File: config.mk
export PLATFORM = sky130hd
export DESIGN_NAME = alu_result_uart_tx_flat
export DESIGN_NICKNAME = d
export VERILOG_FILES = /design/src/rtl/alu_result_uart_tx_if.sv /design/src/rtl/alu_result_uart_tx.sv /design/src/flat_wrapper.sv
export SDC_FILE = /design/constraint.sdc
export NUM_CORES = 1
export LEC_CHECK = 0
export ABC_AREA = 0
export CAP_MARGIN = 20
export CELL_PAD_IN_SITES_DETAIL_PLACEMENT = 0
export CELL_PAD_IN_SITES_GLOBAL_PLACEMENT = 1
export CORE_UTILIZATION = 41
export DETAILED_ROUTE_END_ITERATION = 8
export HOLD_SLACK_MARGIN = 0.05
export PLACE_DENSITY = 0.73
export SYNTH_ARGS = -nofsm -noshare
export SYNTH_HDL_FRONTEND = slang
export SYNTH_SLANG_ARGS = --single-unit
File: constraint.sdc
create_clock -name i_clock -period 1.8 [get_ports i_clock]
set_input_delay 0.27 -clock i_clock [delete_from_list [all_inputs] [get_ports i_clock]]
set_output_delay 0.27 -clock i_clock [all_outputs]
set_load 0.005 [all_outputs]
File: src/rtl/alu_result_uart_tx_if.sv
// Result/handshake bundle between the ALU return path and its UART transmitter.
// master: the side that presents a result and requests a send.
// slave : the transmitter itself.
interface alu_result_uart_tx_if #(
    parameter int NB_DATA = 8
);
    logic signed [NB_DATA-1:0] i_result;
    logic                      i_send;
    logic                      o_tx;
    logic                      o_busy;
    logic                      o_done;

    modport master (
        output i_result,
        output i_send,
        input  o_tx,
        input  o_busy,
        input  o_done
    );

    modport slave (
        input  i_result,
        input  i_send,
        output o_tx,
        output o_busy,
        output o_done
    );
endinterface

File: src/rtl/alu_result_uart_tx.sv
// ALU result return path: captures the signed ALU result on a send request
// and serialises it LSB first on a UART TX line (8N1 by default).
// Optional even parity bit (8E1) when ALU_RESULT_TX_PARITY_EN is defined.
// All outputs are registered; reset is asynchronous and active high.
module alu_result_uart_tx #(
    parameter int NB_DATA      = 8,
    parameter int CLKS_PER_BIT = 10417
) (
    input logic                 i_clock,
    input logic                 i_reset,
    alu_result_uart_tx_if.slave bus
);

    localparam int BAUD_W = (CLKS_PER_BIT > 1) ? $clog2(CLKS_PER_BIT) : 1;
    localparam int BIT_W  = (NB_DATA > 1) ? $clog2(NB_DATA) : 1;

    localparam logic [BAUD_W-1:0] BAUD_LAST = BAUD_W'(CLKS_PER_BIT - 1);
    localparam logic [BIT_W-1:0]  BIT_LAST  = BIT_W'(NB_DATA - 1);

    typedef enum logic [2:0] {
        IDLE,
        START,
        DATA,
`ifdef ALU_RESULT_TX_PARITY_EN
        PARITY,
`endif
        STOP
    } state_t;

    state_t              state_q,  state_d;
    logic [BAUD_W-1:0]   baud_q,   baud_d;
    logic [BIT_W-1:0]    bit_q,    bit_d;
    logic [NB_DATA-1:0]  shift_q,  shift_d;
    logic                tx_q,     tx_d;
    logic                busy_q,   busy_d;
    logic                done_q,   done_d;
`ifdef ALU_RESULT_TX_PARITY_EN
    logic                parity_q, parity_d;
`endif

    logic baud_last;

    assign baud_last = (baud_q == BAUD_LAST);

    // State, counters, shift register and registered line outputs.
    always_ff @(posedge i_clock or posedge i_reset) begin
        if (i_reset) begin
            state_q  <= IDLE;
            baud_q   <= '0;
            bit_q    <= '0;
            shift_q  <= '0;
            tx_q     <= 1'b1;
            busy_q   <= 1'b0;
            done_q   <= 1'b0;
`ifdef ALU_RESULT_TX_PARITY_EN
            parity_q <= 1'b0;
`endif
        end else begin
            state_q  <= state_d;
            baud_q   <= baud_d;
            bit_q    <= bit_d;
            shift_q  <= shift_d;
            tx_q     <= tx_d;
            busy_q   <= busy_d;
            done_q   <= done_d;
`ifdef ALU_RESULT_TX_PARITY_EN
            parity_q <= parity_d;
`endif
        end
    end

    // Next-state logic; tx/busy/done are computed one edge ahead so the
    // registered line changes on the same edge as the state transition.
    always_comb begin
        state_d  = state_q;
        baud_d   = baud_q;
        bit_d    = bit_q;
        shift_d  = shift_q;
        tx_d     = tx_q;
        busy_d   = busy_q;
        done_d   = 1'b0;
`ifdef ALU_RESULT_TX_PARITY_EN
        parity_d = parity_q;
`endif

        case (state_q)
            IDLE: begin
                tx_d   = 1'b1;
                busy_d = 1'b0;
                if (bus.i_send) begin
                    state_d  = START;
                    shift_d  = bus.i_result;
                    tx_d     = 1'b0;
                    busy_d   = 1'b1;
                    baud_d   = '0;
                    bit_d    = '0;
`ifdef ALU_RESULT_TX_PARITY_EN
                    parity_d = ^bus.i_result;
`endif
                end
            end

            START: begin
                if (baud_last) begin
                    baud_d  = '0;
                    bit_d   = '0;
                    state_d = DATA;
                    tx_d    = shift_q[0];
                end else begin
                    baud_d = baud_q + 1'b1;
                end
            end

            DATA: begin
                if (baud_last) begin
                    baud_d = '0;
                    if (bit_q == BIT_LAST) begin
`ifdef ALU_RESULT_TX_PARITY_EN
                        state_d = PARITY;
                        tx_d    = parity_q;
`else
                        state_d = STOP;
                        tx_d    = 1'b1;
`endif
                    end else begin
                        // Next bit is taken from the already-shifted value.
                        shift_d = shift_q >> 1;
                        tx_d    = shift_d[0];
                        bit_d   = bit_q + 1'b1;
                    end
                end else begin
                    baud_d = baud_q + 1'b1;
                end
            end

`ifdef ALU_RESULT_TX_PARITY_EN
            PARITY: begin
                if (baud_last) begin
                    baud_d  = '0;
                    state_d = STOP;
                    tx_d    = 1'b1;
                end else begin
                    baud_d = baud_q + 1'b1;
                end
            end
`endif

            STOP: begin
                tx_d = 1'b1;
                if (baud_last) begin
                    baud_d  = '0;
                    state_d = IDLE;
                    busy_d  = 1'b0;
                    done_d  = 1'b1;
                end else begin
                    baud_d = baud_q + 1'b1;
                end
            end

            default: begin
                state_d = IDLE;
                tx_d    = 1'b1;
                busy_d  = 1'b0;
            end
        endcase
    end

    assign bus.o_tx   = tx_q;
    assign bus.o_busy = busy_q;
    assign bus.o_done = done_q;

endmodule

File: src/flat_wrapper.sv
// flat-port wrapper written by rule: the top's interface ports become plain ports
module alu_result_uart_tx_flat 
#(
    parameter int NB_DATA      = 8,
    parameter int CLKS_PER_BIT = 10417
)
  (i_clock, i_reset, bus_i_result, bus_i_send, bus_o_tx, bus_o_busy, bus_o_done);
  alu_result_uart_tx_if #(.NB_DATA(NB_DATA)) bus_i ();
  input logic i_clock;
  input logic i_reset;
  input wire logic [$bits(bus_i.i_result)-1:0] bus_i_result;
  input wire logic [$bits(bus_i.i_send)-1:0] bus_i_send;
  output wire logic [$bits(bus_i.o_tx)-1:0] bus_o_tx;
  output wire logic [$bits(bus_i.o_busy)-1:0] bus_o_busy;
  output wire logic [$bits(bus_i.o_done)-1:0] bus_o_done;
  assign bus_i.i_result = bus_i_result;
  assign bus_i.i_send = bus_i_send;
  assign bus_o_tx = bus_i.o_tx;
  assign bus_o_busy = bus_i.o_busy;
  assign bus_o_done = bus_i.o_done;
  alu_result_uart_tx #(.NB_DATA(NB_DATA), .CLKS_PER_BIT(CLKS_PER_BIT)) u_core (.i_clock(i_clock), .i_reset(i_reset), .bus(bus_i));
endmodule
==> qor.csv <==
stage,metric,value,unit
outcome,status,finished with violations,
outcome,violations,negative setup slack,
grt,grt_max_degree,23,
worst_setup_path,r2r_cells,5,
timing,finalHoldViolations,0,
logic_synthesis,syn_inst,163,
worst_setup_path,worst_setup_path_end_kind,flip-flop,
timing,finalWorstSetupSlack,-80.7,ps
logic_synthesis,synth.cell_area,0.00170,mm²
cells_and_area,num-fill-cells,345,
placement,dpl.hpwl,2960,µm
clock_tree,clock_latency,290,ps
logic_synthesis,synth_ff_type,dfrtp_1,
placement,port-buffer-count,13,
grt,first_global_vias,1497,
cells_and_area,areaGrowthSynthToFinish,36.8,%
pwr,ir_drop,503,µV
cells_and_area,design_area,0.00233,mm²
detailed_routing,viasPerCell,5.55,
clock_tree,root_buffer,clkbuf_8,
worst_hold_path,hold_path_class,input port to async pin,
cells_and_area,layout-drive-gt1-share,0.382,
worst_setup_path,critPathArrivalTime,2060,ps
placement,dpl_cell_area,0.00207,mm²
floorplan,initial_core_util,0.425,
clock_tree,htreeDepth,2,
logic_synthesis,avgSynthCellArea,10.4,µm²
timing,fmax,532,MHz
logic_synthesis,synth_top_area_share,0.426,
detailed_routing,num_vias,1455,
grt,antenna_found_initial,0,
clock_tree,clock_sinks,30,
logic_synthesis,synthesis.nets,183,
logic_synthesis,yosys_warnings,0,
detailed_routing,wl_per_cell,16.4,µm
placement,place_inst,244,
detailed_routing,ant_nets,0,
timing,tightestPinTransition,415,ps
cells_and_area,insertedDiodeCount,0,
clock_tree,cts_hold_buf,0,
worst_setup_path,required,1980,ps
run,max_cap_violations,0,
detailed_routing,routed_wl,4300,µm
worst_setup_path,path_class,flip-flop to flip-flop,
clock_tree,clk_path_buf_depth,2,
worst_setup_path,r2r_setup_slack,-80,ps
placement,finalWeightedCongestion,0.877,
timing,fin_skew,3.83,ps
timing,finalSetupViolCount,11,
detailed_routing,drt_iter0_markers,88,
logic_synthesis,async_flop_share,1.00,
logic_synthesis,yosysSeqAreaShare,0.442,
timing,rsz0062_at_grt,yes,
floorplan,fp.dieArea,0.00441,mm²
logic_synthesis,synth.area.top_cells,"dfrtp_1, ha_1, o221a_2",
logic_synthesis,ys_types,45,
pwr,power_density,550,mW/mm²
cells_and_area,instances_no_fill,262,
logic_synthesis,synth_edf_count,0,
clock_tree,numCtsBuffers,5,
detailed_routing,drc,0,
logic_synthesis,yosys_register_bits,30,
logic_synthesis,yosysTopAreaCell,dfrtp_1,
timing,fin_crit,1880,ps
floorplan,io_pins,14,
grt,grt.total_usage,0.221,
timing,fin_crit_sh,1.04,
timing,finalMaxSlewViolations,0,
grt,grt_overflow,0,
floorplan,die_w,66.4,µm
cells_and_area,layout.nets,231,
clock_tree,cts_tree,built,
floorplan,chipHeight,66.4,µm
timing,relSlewSlack,0.723,
pwr,leakagePower,1.06,nW
worst_setup_path,cp_max_fo,4,
clock_tree,clkTransAtPathRegs,60,ps
floorplan,num_rows,23,
worst_setup_path,start_kind,flip-flop,
pwr,p_total,1.28,mW
floorplan,coreArea,0.00400,mm²
detailed_routing,firstDrtPassIters,4,
grt,grt_pass1_wl,6980,µm
==> worst max-delay path: stages, from the launching register on <==
cell	delay (ps)
dfrtp_1	410
inv_2	70
ha_2	210
or3_4	390
a221o_2	390
mux2_4	300
==> logic make-up (layout without fill, tap and decap cells) <==
group,after synthesis,in the layout,synth area share
AND/OR/NAND/NOR,54,54,0.200
adder cells (fa/ha/maj),9,9,0.0662
AO/OA/AOI/OAI,43,43,0.193
flip-flops,30,30,0.442
XOR/XNOR,3,3,0.0154
multiplexers,6,6,0.0397
buffers and inverters,18,67,0.0434
==> layout make-up <==
cell class	count	area [µm²]	area share
multi-input cells	115	967	0.415
flip-flops and latches	30	752	0.323
repair buffers	48	415	0.178
clock buffers	8	90.1	0.0387
well taps	50	62.6	0.0269
inverters	11	41.3	0.0177
==> state kept, by name, summed over array words and instances (netlist names) <==
name               cells
u_core.bus.o_tx        1
u_core.shift_q         8
u_core.bus.o_done      1
u_core.bit_q           3
u_core.bus.o_busy      1
u_core.state_q         2
u_core.baud_q         14
==> routing by layer <==
| metal | wire [µm] | GRT usage | vias to the layer above | share of wire |
|---|---|---|---|---|
| met5 | 0 | 0 | - | 0 |
| met4 | 68 | 0.0931 | 0 | 0.016 |
| met3 | 157 | 0.0552 | 7 | 0.037 |
| met2 | 2180 | 0.367 | 27 | 0.51 |
| met1 | 1890 | 0.272 | 728 | 0.44 |
| li1 | - | - | 693 | - |
==> placed cells by master (no fill, tap or decap), drive strengths merged, types with 2 or more instances in the layout <==
cell type	n
a2bb2oi	2
a211oi	2
and2	2
o221a	7
o21ai	5
nor2	2
and3	3
a21oi	8
inv	11
a41oi	2
nand4	4
nand2b	4
clkbuf	8
ha	9
a31oi	10
clkdlybuf4s50	13
buf	35
and4	2
xnor2	2
mux2i	3
nor2b	2
dfrtp	29
mux2	3
a22o	3
nand2	15
nand3	5
or2	9
==> repair_timing <==
action,CTS,global route
endpoints found under the setup margin,12,23
endpoints found under the hold margin,0,0
setup buffers,6,2
cloned,0,2
resized for setup,10,12
pin swaps,3,5
==> synth_stat cells (3+ instances only) <==
cell type	count
inv_1	11
mux2i_1	3
ha_1	9
a31oi_1	10
a22o_1	3
nand4_1	3
nand3_1	5
buf_2	4
o21ai_0	4
and3_1	3
nand2b_1	4
or2_2	8
a21oi_1	8
nand2_1	15
o221a_2	7
dfrtp_1	29
==> path summary, 6_finish.rpt <==
check	startpoint	endpoint
worst max-delay path	u_core.state_q[0]$_DFFE_PP0P_	u_core.state_q[1]$_DFFE_PP0P_
worst min-delay path	i_reset	u_core.baud_q[2]$_DFFE_PP0P_
worst max register to register	u_core.state_q[0]$_DFFE_PP0P_	u_core.state_q[1]$_DFFE_PP0P_
worst min register to register	u_core.baud_q[13]$_DFFE_PP0P_	u_core.baud_q[13]$_DFFE_PP0P_
max in group asynchronous	i_reset	u_core.bus.o_tx$_DFFE_PP1P_
min in group i_clock	u_core.baud_q[13]$_DFFE_PP0P_	u_core.baud_q[13]$_DFFE_PP0P_
==> power by group <==
part	total, mW	internal, mW	switching, mW	leakage, nW
Sequential	0.675	0.675	0	0.359
Clock	0.567	0.311	0.256	0.0455
Combinational	0.0402	0.0234	0.0168	0.661
==> stage by stage <==
step / worst slack [ps] / utilization / setup TNS, ps / hold WS [ps]
2_1_floorplan: -36.4 / - / -70.0 / 360
3_3_place_gp: -26.2 / 0.517 / -41.4 / 488
3_5_place_dp: -85.9 / 0.517 / -680 / 490
4_1_cts: -68.3 / 0.561 / -325 / 287
5_1_grt: -164 / 0.582 / -1680 / 317
6_report: -80.7 / 0.582 / -378 / 269
Power figures use the tool's default switching activity.
